`src/rtl/serial_pattern_tx.sv`:
```
// -----------------------------------------------------------------------------
// serial_pattern_tx
//
// Serial stimulus transmitter. A parallel pattern is shifted out MSB-first on
// the 1-bit line `x`, one bit per clock. The whole pattern can be sent several
// times back to back, with a single idle (x_valid=0) cycle between copies.
// The FSM state is exported on `S` so sequence recognizers and benches can
// follow the transmitter cycle by cycle.
//
// Ports
//   CLK       in   system clock, rising edge active
//   RESET     in   synchronous active-low reset
//   start     in   transmit request, only looked at in IDLE
//   pattern   in   [WIDTH-1:0] bits to send (MSB first), captured in LOAD
//   repeat_n  in   [CNT_W-1:0] number of copies, captured in LOAD (0 means 1)
//   x         out  serial data bit (0 whenever x_valid is low)
//   x_valid   out  x carries a pattern bit
//   busy      out  high in every state except IDLE
//   done      out  single-cycle pulse after the last copy
//   S         out  [2:0] current state encoding
//
// All outputs are a pure decode of registers; no input reaches an output
// without passing through a flop first.
// -----------------------------------------------------------------------------
module serial_pattern_tx #(
  parameter int WIDTH = 8,
  parameter int CNT_W = 4
) (
  input  logic             CLK,
  input  logic             RESET,
  input  logic             start,
  input  logic [WIDTH-1:0] pattern,
  input  logic [CNT_W-1:0] repeat_n,
  output logic             x,
  output logic             x_valid,
  output logic             busy,
  output logic             done,
  output logic [2:0]       S
);

  localparam int BC_W = $clog2(WIDTH);

  typedef enum logic [2:0] {
    ST_IDLE  = 3'b000,
    ST_LOAD  = 3'b001,
    ST_SHIFT = 3'b010,
    ST_GAP   = 3'b011,
    ST_DONE  = 3'b100
  } state_e;

  state_e           state_q, state_d;
  logic [WIDTH-1:0] shift_q, shift_d;   // bits still to send, MSB is on the line
  logic [WIDTH-1:0] saved_q, saved_d;   // copy of the pattern for later repeats
  logic [BC_W-1:0]  bit_cnt_q, bit_cnt_d;
  logic [CNT_W-1:0] reps_q, reps_d;     // copies left, including the current one

  logic last_bit;
  assign last_bit = (bit_cnt_q == BC_W'(WIDTH - 1));

  // NOTE: every always_comb output gets a default before the case statement so
  // no path leaves a signal unassigned and a latch can never be inferred.
  always_comb begin
    state_d   = state_q;
    shift_d   = shift_q;
    saved_d   = saved_q;
    bit_cnt_d = bit_cnt_q;
    reps_d    = reps_q;

    case (state_q)
      ST_IDLE: begin
        if (start) state_d = ST_LOAD;
      end

      ST_LOAD: begin
        saved_d   = pattern;
        shift_d   = pattern;
        reps_d    = (repeat_n == '0) ? CNT_W'(1) : repeat_n;
        bit_cnt_d = '0;
        state_d   = ST_SHIFT;
      end

      ST_SHIFT: begin
        shift_d   = {shift_q[WIDTH-2:0], 1'b0};
        bit_cnt_d = bit_cnt_q + BC_W'(1);
        if (last_bit) begin
          // reps_q counts down to 1, so the full 2^CNT_W-1 range never wraps.
          if (reps_q > CNT_W'(1)) begin
            reps_d  = reps_q - CNT_W'(1);
            state_d = ST_GAP;
          end else begin
            state_d = ST_DONE;
          end
        end
      end

      ST_GAP: begin
        shift_d   = saved_q;
        bit_cnt_d = '0;
        state_d   = ST_SHIFT;
      end

      ST_DONE: begin
        state_d = ST_IDLE;
      end

      // Encodings 101..111 are unreachable; recover to IDLE if ever seen.
      default: begin
        state_d = ST_IDLE;
      end
    endcase
  end

  // NOTE: sequential state uses non-blocking assignments so every flop samples
  // the values from before the edge, independent of statement order.
  always_ff @(posedge CLK) begin
    if (!RESET) begin
      state_q   <= ST_IDLE;
      shift_q   <= '0;
      saved_q   <= '0;
      bit_cnt_q <= '0;
      reps_q    <= '0;
    end else begin
      state_q   <= state_d;
      shift_q   <= shift_d;
      saved_q   <= saved_d;
      bit_cnt_q <= bit_cnt_d;
      reps_q    <= reps_d;
    end
  end

  assign S       = state_q;
  assign x_valid = (state_q == ST_SHIFT);
  assign x       = x_valid & shift_q[WIDTH-1];
  assign busy    = (state_q != ST_IDLE);
  assign done    = (state_q == ST_DONE);

endmodule

```
`config.mk`:
```
export PLATFORM = sky130hd
export DESIGN_NAME = serial_pattern_tx
export DESIGN_NICKNAME = d
export VERILOG_FILES = /design/src/rtl/serial_pattern_tx.sv
export SDC_FILE = /design/constraint.sdc
export NUM_CORES = 1
export LEC_CHECK = 0
export BUFFER_PORTS_ARGS = -buffer_cell sky130_fd_sc_hd__buf_2
export CAP_MARGIN = 20
export CELL_PAD_IN_SITES_DETAIL_PLACEMENT = 0
export CELL_PAD_IN_SITES_GLOBAL_PLACEMENT = 2
export CORE_MARGIN = 4
export CORE_UTILIZATION = 36
export DETAILED_ROUTE_END_ITERATION = 8
export PLACE_DENSITY_LB_ADDON = 0.12
export SYNTH_ARGS = -nofsm -noshare
export SYNTH_HDL_FRONTEND = slang
export SYNTH_SLANG_ARGS = --single-unit
export TNS_END_PERCENT = 20
```
`constraint.sdc`:
```
create_clock -name CLK -period 2.89 [get_ports CLK]
set_input_delay 0.578 -clock CLK [delete_from_list [all_inputs] [get_ports CLK]]
set_output_delay 0.578 -clock CLK [all_outputs]
set_load 0.02 [all_outputs]
```
==> flow_summary_export.csv, run 1 <==
group,metric,value,unit
setup_path,cp_max_fo,18,
finish,fillers,370,
die,core,3660,sq um
logic_synthesis,syn-num-nets,171,
timing,max-slew-margin-rel,52.9,%
die,rows,22,
power,leakage,0.613,nW
timing,skew,0.00491,ns
die,die_w,69.6,um
setup_path,ff2ff_path_depth,3,
die,ioPinCount,22,
detailed_routing,avgViaCountPerCell,5.12,
die,initial_utilization,37.3,%
finish,fin_area,1550,sq um
clocking,cts_buffers,3,
detailed_routing,first_iter_violations,81,
timing,fmax,439,MHz
setup_path,crit_required,2.31,ns
power,ir_drop,352,uV
timing,finalSetupTns,0,ns
logic_synthesis,yosys.area.top_type,"dfxtp_1",
finish,fin_cells,217,
placed_design,dpl.cell_count,213,
logic_synthesis,async_reset_ff_share,0,%
global_routing,grt_max_degree,21,
min_path,hold_class,"reg2reg",
detailed_routing,routed_wl,3.11,mm
clocking,clock_latency,0.27,ns
global_routing,grtUsageMet3,3.19,%
timing,final_critical_path_setup_slack,0.612,ns
clocking,cts_resized,0,
global_routing,antenna_found_initial,0,
setup_path,endpoint,"x",
timing,finalSetupViolations,0,
clocking,clockBufferDepth,2,
global_routing,grt_use_total,13.4,%
logic_synthesis,syn_area,1360,sq um
setup_path,r2r-start,"S[0]",
min_path,whs_path_depth,2,
global_routing,met1_usage,18.5,%
detailed_routing,wire_per_inst,14.3,um
die,die_area,4840,sq um
global_routing,grt_pass1_wl,5.19,mm
global_routing,met2_usage,20.1,%
power,power,0.842,mW
placed_design,dp_hpwl,2.22,mm
timing,min_period_over_period,78.8,%
logic_synthesis,synthCells,152,
flow_run,maxCapViolations,0,
timing,fin_crit,2.28,ns
finish,area_delta_synth_final,13.5,%
clocking,clk_pin_slew,0.09,ns
setup_path,worstSetupStartpointType,"flop",
global_routing,grt_pass1_vias,1022,
detailed_routing,drc,0,
logic_synthesis,yosysSeqAreaShare,38.2,%
setup_path,r2r_slack,0.96,ns
power,powerDensity,544,nW/um^2
setup_path,cp-end-kind,"output port",
logic_synthesis,synth.top_cell.area_share,38.2,%
logic_synthesis,synth.distinct_cells,44,
logic_synthesis,yosysWarnings,0,
finish,drive_gt1_share,27.8,%
placed_design,pre_cts_ws,0.925,ns
clocking,cts_tree,"built",
status,status,"complete, no violations",
logic_synthesis,syn_area_per_cell,8.97,sq um
clocking,h-tree-depth,1,
global_routing,overflow,0,
logic_synthesis,ys_ff_latch,26,
setup_path,crit_type,"reg2out",
finish,n_antenna_cell,0,
logic_synthesis,synth.most_common_cell,"dfxtp_1",
logic_synthesis,synth_area_leaders,"dfxtp_1 38%, a21oi_1 7.7%, o221a_2 5.8%",
logic_synthesis,synth_top_cells_by_count,"26 x dfxtp_1, 21 x a21oi_1, 20 x nand2_1",
timing,worst_pin_slew,0.706,ns
setup_path,worst_r2r_endpoint,"reps_q[2]",
die,die_y,69.6,um
detailed_routing,postRouteAntennaNets,0,
logic_synthesis,synth_top_flop_cell,"dfxtp_1",
timing,slew_violations,0,
placed_design,io_buffers,21,
global_routing,busiest_layer,"met2",
clocking,cts_setup_buffers,0,
placed_design,dpl_cell_area,1480,sq um
placed_design,place_congestion,0.886,
detailed_routing,vias,1111,
finish,fin_nets,189,
clocking,cts.sinks,26,
detailed_routing,first_pass_iters,4,
setup_path,worstPathArrival,1.70,ns
clocking,clockRootBuffer,"clkbuf_8",
timing,finalHoldViolCount,0,
timing,rsz0062_at_grt,"false",
clocking,hold_buffers,0,
logic_synthesis,synth_edf_count,0,
setup_path,crit_start,"S[2]",
-- sequential cells by signal, summed over array words and instances, names as in the netlist --
| signal | count |
|---|---|
| saved_q | 8 |
| S | 3 |
| bit_cnt_q | 3 |
| shift_q | 8 |
| reps_q | 4 |
-- layout by cell type (no fill, tap or decap), types with 3 or more instances in the layout --
| cell type | netlist | layout |
|---|---|---|
| dfxtp_1 | 26 | 26 |
| a21oi_1 | 21 | 21 |
| buf_2 | 3 | 21 |
| nand2_1 | 20 | 20 |
| nor2_1 | 11 | 11 |
| mux2i_1 | 7 | 7 |
| o221a_2 | 7 | 7 |
| ha_1 | 4 | 4 |
| inv_1 | 3 | 3 |
| nand3_1 | 3 | 3 |
| nor3_1 | 3 | 3 |
| clkbuf_8 | 0 | 3 |
-- kinds of logic after synthesis --
family / after synthesis / synth area share (%)
AOI/OAI and AO/OA: 44 / 25.0
adders and majority gates: 4 / 3.67
buffers and inverters: 15 / 6.51
DFF: 26 / 38.2
muxes: 7 / 5.14
and+or+nand+nor: 56 / 21.5
-- worst min path at each step --
stage          startpoint          to  slack (ns)
2_1_floorplan  saved_q[1]  saved_q[1]        0.44
6_report       saved_q[3]  saved_q[3]        0.46
3_5_place_dp   saved_q[4]  saved_q[4]        0.45
3_3_place_gp   saved_q[4]  saved_q[4]        0.44
5_1_grt        saved_q[2]  saved_q[2]        0.48
4_1_cts        saved_q[4]  saved_q[4]        0.46
-- per-stage QoR --
| stage | hold slack (ns) | utilization (%) |
|---|---|---|
| after floorplan | 0.436 | - |
| after global placement | 0.443 | 40.3 |
| after detailed placement | 0.448 | 40.3 |
| after CTS | 0.462 | 42.3 |
| after global routing | 0.480 | 42.3 |
| final | 0.459 | 42.3 |
-- routing by layer --
metal	share of wire, %	wire, um
met1	51	1570
met2	43	1340
met3	4.9	151
met4	1.5	46
met5	0	0
-- worst max-delay path, cell delays in order (launching register included) --
cell and delay, ns:
dfxtp_1 0.77, nor2_4 0.10, nand2_2 0.18, inv_4 0.08, and2_1 0.15, buf_2 0.15
-- where the power goes --
group	total (mW)	switching, mW	internal, mW
clock	0.306	0.121	0.185
sequential	0.404	0.0216	0.382
combinational	0.132	0.0739	0.0583
-- final cells by class --
type	count	area (sq um)	share of cell area [%]
flip-flops and latches	26	520	33.6
clock buffers	3	41.3	2.67
multi-input cells	111	754	48.7
repair buffers	23	120	7.76
inverters	5	21.3	1.37
well taps	48	60.1	3.88
clock inverters	1	30.0	1.94
(Power assumes the default switching activity.)
==> run 2: changes to the inputs <==
--- a/config.mk
+++ b/config.mk
@@ -10,7 +10,7 @@
 export CELL_PAD_IN_SITES_DETAIL_PLACEMENT = 0
 export CELL_PAD_IN_SITES_GLOBAL_PLACEMENT = 2
 export CORE_MARGIN = 4
-export CORE_UTILIZATION = 36
+export CORE_UTILIZATION = 30
 export DETAILED_ROUTE_END_ITERATION = 8
 export PLACE_DENSITY_LB_ADDON = 0.12
 export SYNTH_ARGS = -nofsm -noshare
==> constraint.sdc (replaced) <==
create_clock -name CLK -period 1.9 [get_ports CLK]
set_input_delay 0.38 -clock CLK [delete_from_list [all_inputs] [get_ports CLK]]
set_output_delay 0.38 -clock CLK [all_outputs]
set_load 0.02 [all_outputs]
==> run 2 against run 1 <==
Effect of this change: via count grew 5.2%; core utilization shrank 6.1 points; clock skew is 0.0018 ns higher; non-clock buffer count grew 6; critical endpoint is now busy; clock power up 20%; routed wire length grew 9.6%; die area is 18% higher.
==> flow_summary_export.csv, run 2 (synthesized netlist as in run 1, its figures left out) <==
group,metric,value,unit
status,status,"complete, no violations",
die,die_w,75.4,um
setup_path,path_buf_inv,2,
setup_path,cp_slowest_stage_delay,0.40,ns
min_path,hold_class,"in2reg",
die,ioPinCount,22,
detailed_routing,wire_per_inst,15.0,um
timing,fin_crit,1.75,ns
clocking,cts_tree,"built",
clocking,cts_setup_buffers,0,
detailed_routing,vias,1169,
setup_path,cp_max_fo,13,
setup_path,crit_required,1.52,ns
power,p_int,0.864,mW
finish,area_delta_synth_final,16.1,%
power,combPwrFrac,18.2,%
clocking,clockBufferDepth,2,
clocking,hold_buffers,0,
timing,rsz0062_at_grt,"false",
finish,drive_gt1_share,31.4,%
global_routing,grt_pass1_vias,1138,
timing,finalHoldViolCount,0,
power,p_sw,0.330,mW
detailed_routing,first_iter_violations,62,
die,die_y,75.4,um
power,powerDensity,754,nW/um^2
timing,finalSetupTns,0,ns
timing,fmax,571,MHz
power,switching_share,27.7,%
detailed_routing,avgViaCountPerCell,5.15,
timing,skew,0.00668,ns
setup_path,r2r-start,"reps_q[0]",
setup_path,cp-end-kind,"output port",
detailed_routing,drc,0,
clocking,cts.sinks,26,
setup_path,crit_path_cell_trace,"buf_4, or3_1, buf_2",
clocking,clk_pin_slew,0.10,ns
global_routing,antenna_found_initial,0,
setup_path,worstSetupStartpointType,"flop",
global_routing,grt_pass1_wl,5.64,mm
global_routing,grt_max_degree,16,
flow_run,maxCapViolations,0,
timing,fin_hold_ws,0.341,ns
die,initial_utilization,31.1,%
finish,largestRegisters,"saved_q x8, shift_q x8, reps_q x4",
setup_path,crit_family,"flip-flops",
die,die_area,5690,sq um
timing,max-slew-margin-rel,72.3,%
power,leakage,0.637,nW
die,rows,24,
setup_path,r2r_slack,0.18,ns
placed_design,io_buffers,21,
timing,min_period_over_period,92.1,%
detailed_routing,postRouteAntennaNets,0,
placed_design,place_congestion,0.850,
setup_path,crit_type,"reg2out",
power,pwr-share-clk,30.6,%
die,core,4380,sq um
finish,fin_nets,195,
setup_path,crit_start,"S[0]",
timing,slew_violations,0,
setup_path,worstPathArrival,1.37,ns
detailed_routing,routed_wl,3.41,mm
finish,final_cell_mix,"24 x dfxtp_1, 21 x a21oi_1, 21 x buf_2",
timing,finalSetupViolations,0,
min_path,hp-start,"pattern[0]",
clocking,h-tree-depth,1,
global_routing,grt_use_total,13.2,%
placed_design,dp_hpwl,2.53,mm
finish,n_antenna_cell,0,
timing,worst_pin_slew,0.415,ns
power,sequentialPowerShare,51.2,%
clocking,clockRootBuffer,"clkbuf_8",
power,ir_drop,233,uV
detailed_routing,first_pass_iters,4,
clocking,clock_latency,0.27,ns
finish,layout_commonest_cell,"dfxtp_1",
global_routing,overflow,0,
clocking,cts_buffers,3,
setup_path,worst_path_max_delay_cell,"dfxtp_2",
==> run 2: stage by stage <==
step | cell area [sq um] | std cells | power, mW | utilization (%) | setup WS [ns]
floorplan | 1360 | 152 | 0.773 | - | 0.324
global placement | 1530 | 223 | 0.840 | 34.8 | 0.254
detailed placement | 1530 | 223 | 0.841 | 34.8 | 0.207
CTS | 1580 | 227 | 1.22 | 36.1 | 0.0119
global route | 1580 | 227 | 1.26 | 36.1 | 0.0637
finish | 1580 | 227 | 1.19 | 36.1 | 0.149
==> run 2: timing repair <==
item	in CTS	in global routing
gates resized for setup	1	1
cloned	0	0
setup endpoints to repair	1	2
pin swaps	0	0
==> run 2: metal layers <==
metal  share of wire, %  global-route usage [%]
met5                  0                       0
met4                1.8                    5.63
met3                3.4                    2.24
met2                 43                    19.7
met1                 52                    18.8
==> run 2: worst min-delay path, stage by stage <==
cell and delay, ns:
buf_2 0.10, nand2_1 0.05, a21oi_1 0.05
==> run 2: cell type report <==
cell class                      instances  area (sq um)
Multi-Input combinational cell        111           754
Timing Repair Buffer                   29           165
Inverter                                5          21.3
Tap cell                               52          65.1
Clock buffer                            4          55.1
Sequential cell                        26           523
Fill cell                             469          2800
==> run 2: worst paths after layout <==
check / endpoint / depth (start not counted)
setup / recovery: busy / 3
hold / removal: saved_q[0] / 3
setup reg to reg: reps_q[2] / 6
hold reg to reg: saved_q[1] / 2
==> run 2: power by group through the flow <==
stage | Combinational [mW] | Sequential, mW | Clock (mW)
after floorplan | 0.159 | 0.614 | 0
after global placement | 0.217 | 0.623 | 0
after detailed placement | 0.218 | 0.624 | 0
after CTS | 0.219 | 0.612 | 0.385
after global routing | 0.245 | 0.618 | 0.401
final | 0.217 | 0.612 | 0.366
